`src/rtl/pipe_hazard_pkg.sv`:
```
// rtl/pipe_hazard_pkg.sv - shared types for the pipeline hazard controller
// Controller states, forwarding select encodings and the hardwired-zero register.
package pipe_hazard_pkg;

  typedef enum logic [1:0] {
    RUN   = 2'd0,
    MWAIT = 2'd1,
    ERR   = 2'd2
  } state_e;

  localparam logic [1:0] FWD_RF    = 2'b00;
  localparam logic [1:0] FWD_EXMEM = 2'b01;
  localparam logic [1:0] FWD_MEMWB = 2'b10;

  localparam logic [4:0] REG_ZERO = 5'd0;

  // The youngest producer wins: EX/MEM holds a newer value than MEM/WB.
  function automatic logic [1:0] fwd_sel(input logic m_ex, input logic m_mem);
    if (m_ex)       fwd_sel = FWD_EXMEM;
    else if (m_mem) fwd_sel = FWD_MEMWB;
    else            fwd_sel = FWD_RF;
  endfunction

endpackage

```
`src/rtl/pipe_hazard_ctrl_if.sv`:
```
// rtl/pipe_hazard_ctrl_if.sv - pipeline-to-hazard-controller signal bundle
// master is the pipeline datapath, slave is the hazard controller.
interface pipe_hazard_ctrl_if #(parameter int CNT_W = 32);
  logic [4:0]       ID_RS1, ID_RS2;
  logic             ID_USE_RS1, ID_USE_RS2;
  logic [4:0]       EX_RD;
  logic             EX_REGWRITE, EX_MEMREAD;
  logic [4:0]       MEM_RD;
  logic             MEM_REGWRITE;
  logic             EX_REDIRECT, MEM_REQ, MEM_ACK;
  logic             PC_WREN, IFID_WREN, IDEX_WREN, EXMEM_WREN, MEMWB_WREN;
  logic             IFID_FLUSHn, IDEX_FLUSHn;
  logic [1:0]       FWD_A, FWD_B;
  logic             TIMEOUT_ERR;
  logic [CNT_W-1:0] STALL_CNT;

  modport master (
    output ID_RS1, ID_RS2, ID_USE_RS1, ID_USE_RS2, EX_RD, EX_REGWRITE, EX_MEMREAD,
           MEM_RD, MEM_REGWRITE, EX_REDIRECT, MEM_REQ, MEM_ACK,
    input  PC_WREN, IFID_WREN, IDEX_WREN, EXMEM_WREN, MEMWB_WREN,
           IFID_FLUSHn, IDEX_FLUSHn, FWD_A, FWD_B, TIMEOUT_ERR, STALL_CNT
  );

  modport slave (
    input  ID_RS1, ID_RS2, ID_USE_RS1, ID_USE_RS2, EX_RD, EX_REGWRITE, EX_MEMREAD,
           MEM_RD, MEM_REGWRITE, EX_REDIRECT, MEM_REQ, MEM_ACK,
    output PC_WREN, IFID_WREN, IDEX_WREN, EXMEM_WREN, MEMWB_WREN,
           IFID_FLUSHn, IDEX_FLUSHn, FWD_A, FWD_B, TIMEOUT_ERR, STALL_CNT
  );
endinterface

```
`src/rtl/pipe_hazard_ctrl_haz_match.sv`:
```
// rtl/pipe_hazard_ctrl_haz_match.sv - source-register vs EX/MEM destination compare
// One instance per ID source operand; r0 never matches since it is never written.
module haz_match
  import pipe_hazard_pkg::*;
(
  input  logic [4:0] rs_i,
  input  logic       use_i,
  input  logic [4:0] ex_rd_i,
  input  logic       ex_regwrite_i,
  input  logic [4:0] mem_rd_i,
  input  logic       mem_regwrite_i,
  output logic       match_ex_o,
  output logic       match_mem_o
);

  assign match_ex_o  = use_i & ex_regwrite_i  & (ex_rd_i  == rs_i) & (ex_rd_i  != REG_ZERO);
  assign match_mem_o = use_i & mem_regwrite_i & (mem_rd_i == rs_i) & (mem_rd_i != REG_ZERO);

endmodule

```
`src/rtl/pipe_hazard_ctrl.sv`:
```
// rtl/pipe_hazard_ctrl.sv - 5-stage pipeline stall/flush/forward controller
// Define HAZ_FWD_EN for operand forwarding with load-use-only stalls.
module pipe_hazard_ctrl
  import pipe_hazard_pkg::*;
#(
  parameter int MEM_TIMEOUT = 256,
  parameter int CNT_W       = 32
) (
  input  logic CLK,
  input  logic RSTn,
  pipe_hazard_ctrl_if.slave bus
);

  localparam int WCNT_W = (MEM_TIMEOUT > 1) ? $clog2(MEM_TIMEOUT) : 1;

  state_e            state_q;
  logic              timeout_err_q;
  logic [CNT_W-1:0]  stall_cnt_q;
  logic [WCNT_W-1:0] wait_cnt_q;

  logic m_ex1, m_mem1, m_ex2, m_mem2, hazard;
  logic pc_wren, ifid_wren, idex_wren, exmem_wren, memwb_wren;
  logic ifid_flushn, idex_flushn, run_rules;

  haz_match u_match_rs1 (
    .rs_i(bus.ID_RS1), .use_i(bus.ID_USE_RS1),
    .ex_rd_i(bus.EX_RD), .ex_regwrite_i(bus.EX_REGWRITE),
    .mem_rd_i(bus.MEM_RD), .mem_regwrite_i(bus.MEM_REGWRITE),
    .match_ex_o(m_ex1), .match_mem_o(m_mem1)
  );

  haz_match u_match_rs2 (
    .rs_i(bus.ID_RS2), .use_i(bus.ID_USE_RS2),
    .ex_rd_i(bus.EX_RD), .ex_regwrite_i(bus.EX_REGWRITE),
    .mem_rd_i(bus.MEM_RD), .mem_regwrite_i(bus.MEM_REGWRITE),
    .match_ex_o(m_ex2), .match_mem_o(m_mem2)
  );

`ifdef HAZ_FWD_EN
  assign hazard = bus.EX_MEMREAD & (m_ex1 | m_ex2);
`else
  // Write-through regfile covers WB; only EX and MEM producers must drain.
  assign hazard = m_ex1 | m_mem1 | m_ex2 | m_mem2;
`endif

  always_comb begin
    pc_wren     = 1'b0;
    ifid_wren   = 1'b0;
    idex_wren   = 1'b0;
    exmem_wren  = 1'b0;
    memwb_wren  = 1'b0;
    ifid_flushn = 1'b1;
    idex_flushn = 1'b1;
    run_rules   = 1'b0;
    if (!RSTn) begin
      ifid_flushn = 1'b0;
      idex_flushn = 1'b0;
    end else begin
      case (state_q)
        RUN:     run_rules = ~(bus.MEM_REQ & ~bus.MEM_ACK);
        MWAIT:   run_rules = bus.MEM_ACK;
        default: run_rules = 1'b0;
      endcase
    end
    if (run_rules) begin
      exmem_wren = 1'b1;
      memwb_wren = 1'b1;
      idex_wren  = 1'b1;
      if (bus.EX_REDIRECT) begin
        pc_wren     = 1'b1;
        ifid_wren   = 1'b1;
        ifid_flushn = 1'b0;
        idex_flushn = 1'b0;
      end else if (hazard) begin
        idex_flushn = 1'b0;
      end else begin
        pc_wren   = 1'b1;
        ifid_wren = 1'b1;
      end
    end
  end

  always_ff @(posedge CLK) begin
    if (!RSTn) begin
      state_q       <= RUN;
      timeout_err_q <= 1'b0;
      stall_cnt_q   <= '0;
      wait_cnt_q    <= '0;
    end else begin
      if (!pc_wren && (stall_cnt_q != {CNT_W{1'b1}}))
        stall_cnt_q <= stall_cnt_q + CNT_W'(1);
      case (state_q)
        RUN: begin
          if (bus.MEM_REQ && !bus.MEM_ACK) state_q <= MWAIT;
        end
        MWAIT: begin
          if (bus.MEM_ACK) begin
            wait_cnt_q <= '0;
            state_q    <= RUN;
          end else if ((MEM_TIMEOUT != 0) && (wait_cnt_q == WCNT_W'(MEM_TIMEOUT - 1))) begin
            timeout_err_q <= 1'b1;
            state_q       <= ERR;
          end else begin
            wait_cnt_q <= wait_cnt_q + WCNT_W'(1);
          end
        end
        default: state_q <= ERR;
      endcase
    end
  end

`ifdef HAZ_FWD_EN
  logic [1:0] fwd_a_q, fwd_b_q;

  // A bubble (or reset) entering ID/EX carries no operands to forward.
  always_ff @(posedge CLK) begin
    if (!idex_flushn) begin
      fwd_a_q <= FWD_RF;
      fwd_b_q <= FWD_RF;
    end else if (idex_wren) begin
      fwd_a_q <= fwd_sel(m_ex1, m_mem1);
      fwd_b_q <= fwd_sel(m_ex2, m_mem2);
    end
  end

  assign bus.FWD_A = fwd_a_q;
  assign bus.FWD_B = fwd_b_q;
`else
  assign bus.FWD_A = FWD_RF;
  assign bus.FWD_B = FWD_RF;
`endif

  assign bus.PC_WREN     = pc_wren;
  assign bus.IFID_WREN   = ifid_wren;
  assign bus.IDEX_WREN   = idex_wren;
  assign bus.EXMEM_WREN  = exmem_wren;
  assign bus.MEMWB_WREN  = memwb_wren;
  assign bus.IFID_FLUSHn = ifid_flushn;
  assign bus.IDEX_FLUSHn = idex_flushn;
  assign bus.TIMEOUT_ERR = timeout_err_q;
  assign bus.STALL_CNT   = stall_cnt_q;

endmodule
```
`src/flat_wrapper.sv`:
```
// flat-port wrapper written by rule: the top's interface ports become plain ports
module pipe_hazard_ctrl_flat import pipe_hazard_pkg::*;
#(
  parameter int MEM_TIMEOUT = 256,
  parameter int CNT_W       = 32
)
  (CLK, RSTn, bus_ID_RS1, bus_ID_RS2, bus_ID_USE_RS1, bus_ID_USE_RS2, bus_EX_RD, bus_EX_REGWRITE, bus_EX_MEMREAD, bus_MEM_RD, bus_MEM_REGWRITE, bus_EX_REDIRECT, bus_MEM_REQ, bus_MEM_ACK, bus_PC_WREN, bus_IFID_WREN, bus_IDEX_WREN, bus_EXMEM_WREN, bus_MEMWB_WREN, bus_IFID_FLUSHn, bus_IDEX_FLUSHn, bus_FWD_A, bus_FWD_B, bus_TIMEOUT_ERR, bus_STALL_CNT);
  pipe_hazard_ctrl_if #(.CNT_W(CNT_W)) bus_i ();
  input  logic CLK;
  input  logic RSTn;
  input wire logic [$bits(bus_i.ID_RS1)-1:0] bus_ID_RS1;
  input wire logic [$bits(bus_i.ID_RS2)-1:0] bus_ID_RS2;
  input wire logic [$bits(bus_i.ID_USE_RS1)-1:0] bus_ID_USE_RS1;
  input wire logic [$bits(bus_i.ID_USE_RS2)-1:0] bus_ID_USE_RS2;
  input wire logic [$bits(bus_i.EX_RD)-1:0] bus_EX_RD;
  input wire logic [$bits(bus_i.EX_REGWRITE)-1:0] bus_EX_REGWRITE;
  input wire logic [$bits(bus_i.EX_MEMREAD)-1:0] bus_EX_MEMREAD;
  input wire logic [$bits(bus_i.MEM_RD)-1:0] bus_MEM_RD;
  input wire logic [$bits(bus_i.MEM_REGWRITE)-1:0] bus_MEM_REGWRITE;
  input wire logic [$bits(bus_i.EX_REDIRECT)-1:0] bus_EX_REDIRECT;
  input wire logic [$bits(bus_i.MEM_REQ)-1:0] bus_MEM_REQ;
  input wire logic [$bits(bus_i.MEM_ACK)-1:0] bus_MEM_ACK;
  output wire logic [$bits(bus_i.PC_WREN)-1:0] bus_PC_WREN;
  output wire logic [$bits(bus_i.IFID_WREN)-1:0] bus_IFID_WREN;
  output wire logic [$bits(bus_i.IDEX_WREN)-1:0] bus_IDEX_WREN;
  output wire logic [$bits(bus_i.EXMEM_WREN)-1:0] bus_EXMEM_WREN;
  output wire logic [$bits(bus_i.MEMWB_WREN)-1:0] bus_MEMWB_WREN;
  output wire logic [$bits(bus_i.IFID_FLUSHn)-1:0] bus_IFID_FLUSHn;
  output wire logic [$bits(bus_i.IDEX_FLUSHn)-1:0] bus_IDEX_FLUSHn;
  output wire logic [$bits(bus_i.FWD_A)-1:0] bus_FWD_A;
  output wire logic [$bits(bus_i.FWD_B)-1:0] bus_FWD_B;
  output wire logic [$bits(bus_i.TIMEOUT_ERR)-1:0] bus_TIMEOUT_ERR;
  output wire logic [$bits(bus_i.STALL_CNT)-1:0] bus_STALL_CNT;
  assign bus_i.ID_RS1 = bus_ID_RS1;
  assign bus_i.ID_RS2 = bus_ID_RS2;
  assign bus_i.ID_USE_RS1 = bus_ID_USE_RS1;
  assign bus_i.ID_USE_RS2 = bus_ID_USE_RS2;
  assign bus_i.EX_RD = bus_EX_RD;
  assign bus_i.EX_REGWRITE = bus_EX_REGWRITE;
  assign bus_i.EX_MEMREAD = bus_EX_MEMREAD;
  assign bus_i.MEM_RD = bus_MEM_RD;
  assign bus_i.MEM_REGWRITE = bus_MEM_REGWRITE;
  assign bus_i.EX_REDIRECT = bus_EX_REDIRECT;
  assign bus_i.MEM_REQ = bus_MEM_REQ;
  assign bus_i.MEM_ACK = bus_MEM_ACK;
  assign bus_PC_WREN = bus_i.PC_WREN;
  assign bus_IFID_WREN = bus_i.IFID_WREN;
  assign bus_IDEX_WREN = bus_i.IDEX_WREN;
  assign bus_EXMEM_WREN = bus_i.EXMEM_WREN;
  assign bus_MEMWB_WREN = bus_i.MEMWB_WREN;
  assign bus_IFID_FLUSHn = bus_i.IFID_FLUSHn;
  assign bus_IDEX_FLUSHn = bus_i.IDEX_FLUSHn;
  assign bus_FWD_A = bus_i.FWD_A;
  assign bus_FWD_B = bus_i.FWD_B;
  assign bus_TIMEOUT_ERR = bus_i.TIMEOUT_ERR;
  assign bus_STALL_CNT = bus_i.STALL_CNT;
  pipe_hazard_ctrl #(.MEM_TIMEOUT(MEM_TIMEOUT), .CNT_W(CNT_W)) u_core (.CLK(CLK), .RSTn(RSTn), .bus(bus_i));
endmodule
```
`config.mk`:
```
export PLATFORM = sky130hd
export DESIGN_NAME = pipe_hazard_ctrl_flat
export DESIGN_NICKNAME = d
export VERILOG_FILES = /design/src/rtl/pipe_hazard_pkg.sv /design/src/rtl/pipe_hazard_ctrl_if.sv /design/src/rtl/pipe_hazard_ctrl_haz_match.sv /design/src/rtl/pipe_hazard_ctrl.sv /design/src/flat_wrapper.sv
export SDC_FILE = /design/constraint.sdc
export NUM_CORES = 1
export LEC_CHECK = 0
export ABC_AREA = 1
export BUFFER_PORTS_ARGS = -buffer_cell sky130_fd_sc_hd__buf_2
export CORE_MARGIN = 2
export CORE_UTILIZATION = 49
export CTS_CLUSTER_DIAMETER = 150
export CTS_CLUSTER_SIZE = 30
export DETAILED_ROUTE_END_ITERATION = 10
export PLACE_DENSITY = 0.88
export SETUP_SLACK_MARGIN = 0.2
export SLEW_MARGIN = 30
export SYNTH_ARGS = -nofsm -noshare
export SYNTH_HDL_FRONTEND = slang
export SYNTH_SLANG_ARGS = --single-unit
```
`constraint.sdc`:
```
create_clock -name CLK -period 1.98 [get_ports CLK]
set_clock_uncertainty 0.2 [all_clocks]
set_input_delay 0.396 -clock CLK [delete_from_list [all_inputs] [get_ports CLK]]
set_output_delay 0.396 -clock CLK [all_outputs]
set_load 0.01 [all_outputs]
```
== Word level (Yosys, flattened, before mapping) ==
Cells that the tools add are included.

* Register bits: 43
* Bits in latches: 0
* RAM bits: 0
* Bits in read-only memories: 0
* Output and inout port bits: 44
* Memories: 0

* $add $sub $neg: 2
* Multipliers: 0
* Div/mod/pow operators: 0
* Order comparisons: 0
* Equal/unequal tests: 10
* Shift operators: 0
* Mux-type cells: 18
* Bitwise logic cells: 18
* Reductions and logical operators: 10

{| class="wikitable"
|+ Operators by type and width
! kind !! number
|-
| 32-bit by 1-bit adder with 32-bit output, second input constant || 1
|-
| 32-bit != test, second input constant || 1
|-
| 5-bit equality test || 4
|-
| 8-bit 2-to-1 mux || 2
|-
| 1-bit AND || 13
|-
| 1-bit 2-to-1 mux || 11
|-
| 5-bit nonzero test || 2
|-
| 8-bit by 1-bit adder with 8-bit output, second input constant || 1
|-
| 8-bit equality test, second input constant || 1
|-
| 2-bit 2-to-1 mux || 3
|-
| 2-bit one-hot mux with 2 select lines || 1
|-
| 2-bit AND reduction || 2
|-
| 3-bit by 2-bit != test with 1-bit output, second input constant || 1
|-
| 1-bit bitwise OR || 3
|-
| 3-bit AND reduction || 1
|-
| 2-bit by 1-bit equality test with 1-bit output, second input constant || 1
|-
| 1-bit logical AND || 2
|-
| 1-bit logical NOT || 2
|-
| 2-bit logical NOT || 1
|-
| 2-bit by 1-bit != test with 1-bit output, second input constant || 1
|-
| 2-bit != test, second input constant || 1
|-
| 1-bit NOT || 2
|-
| 1-bit one-hot mux with 2 select lines || 1
|}

== Depth between registers and ports, before layout ==
Gate-level depths: netlist of the first run.

* Word-level depth: 11
* Gate-level depth with buffers: 14
* Mapped depth without buffers: 13

== Hierarchy ==
Synthesis of the first run repeated with hierarchy kept, for this count alone.

* Cells, all modules: 551
* Area total of the unflattened synthesis: 3370.7 um^2

{| class="wikitable"
|+ Modules (own cells, without submodules)
! module !! times used !! cells an instance !! area each (um^2) !! sequential area each (um^2)
|-
| pipe_hazard_ctrl || 1 || 441 || 2917.8 || 860.8
|-
| haz_match || 2 || 55 || 226.5 || 0.0
|}

== Least setup slack after synthesis of the first run ==
Ideal clock, no wire load.

* Path type: register to register
* Start point: reg u_core.stall_cnt_q[0] (netlist: u_core.bus.STALL_CNT[0])
* End point: reg u_core.stall_cnt_q[0] (netlist: u_core.bus.STALL_CNT[0])
* Library setup time: 0.113 ns
* Arrival time: 1.827 ns
* Required time: 1.667 ns
* Path slack: -0.160 ns
* Cell stages (with the launch flop): 13
* Cells stage by stage: dfxtp_1 ha_1 nand2_1 nor2_4 nand2_2 nor3_2 nand2_1 nor2_2 nand3_2 buf_6 buf_6 a21oi_2 nor2_1

* Cells in the longest elaborated chain, start to end: 2
* Elaborated cells on any way between the ends: 3
* Those cells by class: add/sub (1); eq/ne (1); reduce/logical (1)

{| class="wikitable"
|+ Ends and longest elaborated chain
! element !! RTL line !! text
|-
| from (decl) || pipe_hazard_ctrl.sv:18 || <nowiki>logic [CNT_W-1:0] stall_cnt_q;</nowiki>
|-
| from (signal assigned) || pipe_hazard_ctrl.sv:91 || <nowiki>stall_cnt_q <= stall_cnt_q + CNT_W'(1);</nowiki>
|-
| parallel branches: the longest is 2 deep, another holds 32-bit by 1-bit adder with 32-bit output || n/a ||
|}

Parallel ways; which one is timed is not known.
A chain may end at the register's enable or synchronous reset.

== Final worst setup path of the first run ==
* Start point: reg u_core.stall_cnt_q[14] (netlist: u_core.bus.STALL_CNT[14])
* End point: reg u_core.stall_cnt_q[25] (netlist: u_core.bus.STALL_CNT[25])

The elaborated chain is that of the path after synthesis.

==> impl_metrics.yaml, run 1 <==
synthesis:
  ys_ff_latch: 43
  synth_common_cells: "172 x nand2_1, 55 x nand3_1, 53 x inv_1"
  yosysTopAreaCell: "dfxtp_1"
  synth-edff-count: 0
  synthTopCellsByArea: "dfxtp_1 28%, nand2_1 21%, nand3_1 8.9%, a21oi_1 7.0%, inv_1 6.4%"
  async_flop_share: 0
  syn_area_um2: 3090
  ys_seq_area_frac: 0.278
  dominantRegCellSynth: "dfxtp_1"
  yosys_warnings: 0
  yosysTopAreaCellShare: 0.278
  yosysMostFrequentCell: "nand2_1"
  synthCells: 513
  synth.distinct_cells: 30
  syn_avg_cell_area_um2: 6.03
die:
  die_w_um: 83.4
  die-area_um2: 6960
  core_area_um2: 6030
  rows: 28
  initial_core_util: 0.513
  io-pin-count: 74
  die_h_um: 83.4
setup_path:
  crit_arrival_ps: 2120
  critical_path_required_ps: 1960
  crit_type: "flip-flop to flip-flop"
  end_kind: "flip-flop"
  crit_chain: "nand2_1, nor3_1, nand2_1, nor3b_2, nand2_1, nand2_1, nand2_1, nand3_1, a21oi_2"
  start_kind: "flip-flop"
  crit_slowest_cell: "dfxtp_1"
  critPathMaxFanout: 4
  cpMostUsedCell: "nand2_1"
  cpPeakStageDelay_ps: 410
place:
  dpl_cell_area_um2: 3730
  place_inst: 677
  gp_congestion: 0.934
  port_buffers: 68
  place_ws_ps: -136
  dp_hpwl_um: 6690
cells_and_area:
  area_growth_pct: 50.7
  diodes: 0
  drive_gt1_frac: 0.409
  fill_cells: 369
  nNetsFinal: 667
  stdcell_count: 711
  fin_util: 0.773
  fin_area_um2: 4660
timing:
  min_period_over_period: 1.08
  tns_ps: -3990
  rsz0062_at_grt: "yes"
  period_needed_ps: 2150
  worstMarginPinSlew_ps: 551
  final-hold-violation-count: 0
  setup_viol: 34
  fmax_mhz: 466
  slew_headroom: 0.633
  setup_ws_ps: -168
  drv_slew: 0
  holdWs_ps: 183
clocking:
  clkSlewWorstSetupHoldPaths_ps: 100
  ctsHoldBuffers: 0
  worstSkewPairLatency_ps: 320
  cts-buffers-inserted: 5
  cts_sinks: 43
  h-tree-depth: 2
  ctsRootBufferMaster: "clkbuf_8"
  tritoncts: "yes"
  cts_buffer_depth: 2
power:
  total_power_mw: 2.14
  leakage_nw: 2.21
  ir_drop_mv: 0.310
  cellPowerDensity_nw_per_um2: 459
run_status:
  status: "complete, but fails checks"
  violations: "setup timing"
detailed_routing:
  routed-via-count: 4248
  routedWlPerCell_um: 17.3
  ant_nets: 0
  firstDrtPassIters: 7
  wl_um: 12300
  drc: 0
  vias_per_cell: 5.97
  first_iter_violations: 732
global_route:
  grt_max_degree: 41
  grt_pass1_vias: 3619
  grt_overflow: 0
  antenna_found_initial: 0
  grt_pass1_wl_um: 16900
  grt.total_usage: 0.291
job:
  cap_violations: 0
hold_path:
  hp-class: "primary input to flip-flop"
## worst max-delay path, delay by kind of cell (launching register included)
family,cells,cell delay [ps]
flops,1,410
simple gates,8,1330
compound gates,1,60
## worst paths after layout
kind                             from                  endpoint  slack, ps  cells after the start
max          u_core.bus.STALL_CNT[14]  u_core.bus.STALL_CNT[25]       -170                      9
min                              RSTn   u_core.bus.STALL_CNT[0]        180                      3
max reg2reg  u_core.bus.STALL_CNT[14]  u_core.bus.STALL_CNT[25]       -170                      9
min reg2reg      u_core.wait_cnt_q[6]      u_core.wait_cnt_q[6]        270                      2
## cells by family (layout without fill, tap and decap cells)
logic type                 after synthesis  count (layout)  share of synthesized area
adders and majority gates                2               2                    0.00809
AOI/OAI and AO/OA                       51              51                     0.0858
DFF                                     43              43                      0.278
xor gates and xnor gates                27              27                     0.0765
other                                    1               4                    0.00121
and+or+nand+nor                        315             315                      0.439
buffers and inverters                   74             194                      0.111
## metal layers
metal  part of all wire  GRT usage  vias up  wire (um)
met4              0.053      0.132        0        653
met5                  0          0        -          0
met1               0.38      0.369     1964       4720
met2               0.46      0.481      319       5700
li1                   -          -     1881          -
met3               0.10     0.0527       84       1260
## sequential cells by signal, indices dropped and copies added (netlist names)
name                    cells
u_core.bus.TIMEOUT_ERR      1
u_core.bus.STALL_CNT       32
u_core.state_q              2
u_core.wait_cnt_q           8
## power by group
group	leakage (nW)	internal (mW)	switching, mW
logic	1.80	0.241	0.286
registers	0.355	0.876	0.0147
clock network	0.0556	0.370	0.349
## area by class of cell
| type | instances | area [um2] | share of cell area |
|---|---|---|---|
| Clock inverter | 3 | 38.8 | 0.00832 |
| Multi-Input combinational cell | 399 | 2320 | 0.497 |
| Clock buffer | 5 | 68.8 | 0.0148 |
| Sequential cell | 43 | 886 | 0.190 |
| Inverter | 54 | 210 | 0.0451 |
| Tap cell | 75 | 93.8 | 0.0201 |
| Timing Repair Buffer | 132 | 1050 | 0.225 |
## timing repair
item / 4_1_cts / 5_1_grt
pin swaps: 32 / 38
gates resized for setup: 88 / 78
setup endpoints to repair: 47 / 47
cloned: 3 / 2
endpoints found under the hold margin: 0 / 0
buffers inserted: 15 / 6
## cell usage in the layout (no fill, tap or decap), types with 7 or more instances in the layout
cell / instances
a21oi_1: 25
a21oi_2: 19
buf_2: 45
buf_4: 57
buf_6: 25
dfxtp_1: 29
dfxtp_2: 11
inv_1: 36
inv_2: 15
nand2_1: 138
nand2_2: 20
nand2_4: 16
nand3_1: 45
nand3_2: 7
nor2_1: 44
nor2_2: 7
nor3_1: 11
xor2_1: 20
Power figures use the tool's default switching activity.
==> run 2: changes to the inputs <==
--- a/config.mk
+++ b/config.mk
@@ -8,7 +8,7 @@
 export ABC_AREA = 1
 export BUFFER_PORTS_ARGS = -buffer_cell sky130_fd_sc_hd__buf_2
 export CORE_MARGIN = 2
-export CORE_UTILIZATION = 49
+export CORE_UTILIZATION = 50
 export CTS_CLUSTER_DIAMETER = 150
 export CTS_CLUSTER_SIZE = 30
 export DETAILED_ROUTE_END_ITERATION = 10
@@ -17,4 +17,5 @@
 export SLEW_MARGIN = 30
 export SYNTH_ARGS = -nofsm -noshare
 export SYNTH_HDL_FRONTEND = slang
+export SYNTH_HIERARCHICAL = 1
 export SYNTH_SLANG_ARGS = --single-unit
==> run 2 against run 1 <==
Against the previous run: the flow still finishes with violations (setup timing); utilization decreased by 5.5 points; synthesized cell count rose by 7.4%; design area decreased by 0.94%; sequential power is 0.8% higher; area after synthesis is 9.0% higher; critical path depth grew 4; via count decreased by 5.1%; register-to-register slack improved by 240 ps; global-route usage down 2.5 points; setup slack worse by 83 ps.
==> impl_metrics.yaml, run 2 <==
synthesis:
  synthAdderAreaFrac: 0.00742
  ys_ff_latch: 43
  yosys_warnings: 6
  yosysTopAreaCellShare: 0.255
  synth_compound_area_frac: 0.0995
  yosys.area_share.simple: 0.493
  dominantRegCellSynth: "dfxtp_1"
  synth.distinct_cells: 35
  syn_avg_cell_area_um2: 6.12
  synth_mux_area_frac: 0
  ys_seq_area_frac: 0.255
  syn_area_um2: 3370
  synth-xor-area-share: 0.0286
  yosysMostFrequentCell: "nand2_1"
  yosysTopAreaCell: "dfxtp_1"
  synthTopCellsByArea: "dfxtp_1 26%, nand2_1 20%, nor2_1 10%, inv_1 6.3%, a21oi_1 5.3%"
  synth-edff-count: 0
  synthCells: 551
  async_flop_share: 0
  synth_top_family_by_area: "simple AND/OR/NAND/NOR gates"
  synth_common_cells: "182 x nand2_1, 91 x nor2_1, 57 x inv_1"
timing:
  drv_slew: 0
  final-hold-violation-count: 0
  holdWs_ps: 258
  fmax_mhz: 448
  setup_ws_ps: -251
  setup_viol: 29
  period_needed_ps: 2230
  min_period_over_period: 1.13
  tns_ps: -2730
  rsz0062_at_grt: "yes"
power:
  power_frac_comb: 0.226
  ir_drop_mv: 0.240
  seqPwrFrac: 0.457
  cellPowerDensity_nw_per_um2: 426
  power_frac_clock: 0.317
  total_power_mw: 1.97
  p_sw_mw: 0.586
  p_sw_frac: 0.298
  p_int_mw: 1.38
  leakage_nw: 2.09
cells_and_area:
  diodes: 0
  fin_area_um2: 4620
  final_common_cell: "nand2_1"
  largest_reg_flops: 32
  layout_common_cells: "155 x nand2_1, 74 x nor2_1, 54 x buf_2"
  nNetsFinal: 679
  fin_util: 0.719
  stdcell_count: 725
  area_growth_pct: 37.0
  drive_gt1_frac: 0.417
setup_path:
  end_kind: "output port"
  r2r_start: "u_core/state_q[0]"
  worstSetupStartpoint: "bus_ID_RS1[2]"
  crit_arrival_ps: 1640
  timing.rr.end: "u_core/bus.STALL_CNT[25]"
  critPathMaxFanout: 5
  rrSetupSlack_ps: 70
  start_kind: "primary input"
  crit_type: "primary input to output port"
  crit_end: "bus_PC_WREN"
  critical_path_required_ps: 1380
  reg2reg_depth: 11
die:
  core_area_um2: 6420
  die-area_um2: 7410
  io-pin-count: 74
  initial_core_util: 0.525
  die_h_um: 86.1
  die_w_um: 86.1
  rows: 29
global_route:
  grt.total_usage: 0.266
  grt_pass1_wl_um: 16000
  grt_use_met2: 0.467
  grt_max_degree: 23
  grt_pass1_vias: 3691
  met3_usage: 0.0500
  grt_overflow: 0
  grtUsageMet1: 0.311
  antenna_found_initial: 0
  busiest_layer: "met2"
place:
  dp_hpwl_um: 6560
  place_inst: 701
  place_ws_ps: -307
  port_buffers: 68
  dpl_cell_area_um2: 3870
  gp_congestion: 0.937
detailed_routing:
  ant_nets: 0
  routed-via-count: 4032
  first_iter_violations: 369
  vias_per_cell: 5.56
  routedWlPerCell_um: 14.7
  wl_um: 10700
  firstDrtPassIters: 5
  drc: 0
hold_path:
  hp-class: "flip-flop to flip-flop"
run_status:
  status: "complete, but fails checks"
  violations: "setup timing"
clocking:
  cts_sinks: 43
  ctsHoldBuffers: 0
  cts_buffer_depth: 2
  cts-buffers-inserted: 5
  h-tree-depth: 2
  ctsRootBufferMaster: "clkbuf_8"
  clkSlewWorstSetupHoldPaths_ps: 80
  tritoncts: "yes"
  worstSkewPairLatency_ps: 300
job:
  cap_violations: 0
## run 2: changes by cell type after synthesis, moves of 4 or more
cell	delta
nand2_2	+5
inv_1	+4
xor2_1	-17
inv_2	+4
nor2_2	+6
nand3_2	+14
nand2_1	+10
a21oi_2	+9
nor3_1	-13
a21oi_1	-7
nor2_1	+41
nand3_1	-25
## run 2: worst max-delay path, stage by stage
cell	delay, ps
buf_8	100
nor2_4	100
nand2_1	60
nand2_1	60
nand2_1	60
nand2_1	90
nor2_2	40
nor2_1	100
nand2_1	130
nand2_2	110
inv_2	40
nor2_4	190
buf_6	140
## run 2: timing repair
action	in CTS	in global routing
gates resized for setup	47	109
pin swaps	21	37
gates cloned	5	0
setup buffers	6	5
setup endpoints to repair	39	48
## run 2: power groups by stage
stage                     clock network (mW)  logic [mW]  registers (mW)
final                                  0.624       0.445           0.898
after global routing                   0.673       0.481           0.900
after CTS                              0.641       0.357           0.893
after detailed placement                   0       0.314           0.912
after global placement                     0       0.304           0.912
after floorplan                            0       0.224           0.914
## run 2: area by class of cell
class | count | area (um2)
clock buffers | 8 | 100
fillers | 455 | 1810
flip-flops and latches | 43 | 893
inverters | 62 | 240
repair buffers | 102 | 783
multi-input cells | 433 | 2500
well taps | 77 | 96.3
## run 2: how the worst min path moves through the flow
stage,start,end,slack (ps),cells after the start
floorplan,u_core/wait_cnt_q[0],u_core/wait_cnt_q[0],250,1
global placement,u_core/bus.TIMEOUT_ERR,u_core/bus.TIMEOUT_ERR,240,2
detailed placement,u_core/bus.TIMEOUT_ERR,u_core/bus.TIMEOUT_ERR,250,2
CTS,bus_MEM_ACK,u_core/state_q[1],250,4
global route,u_core/bus.TIMEOUT_ERR,u_core/bus.TIMEOUT_ERR,280,2
finish,u_core/bus.TIMEOUT_ERR,u_core/bus.TIMEOUT_ERR,260,2
## run 2: kinds of logic after synthesis
family                     Yosys count
AOI/OAI and AO/OA                   58
xor gates and xnor gates            11
adders and majority gates            2
buffers and inverters               80
DFF                                 43
other                                1
and+or+nand+nor                    356
## run 2: routing by layer
metal | share of wire | wire length, um | vias up
li1 | - | - | 1910
met1 | 0.39 | 4120 | 1841
met2 | 0.50 | 5360 | 223
met3 | 0.069 | 736 | 58
met4 | 0.042 | 443 | 0
met5 | 0 | 0 | -
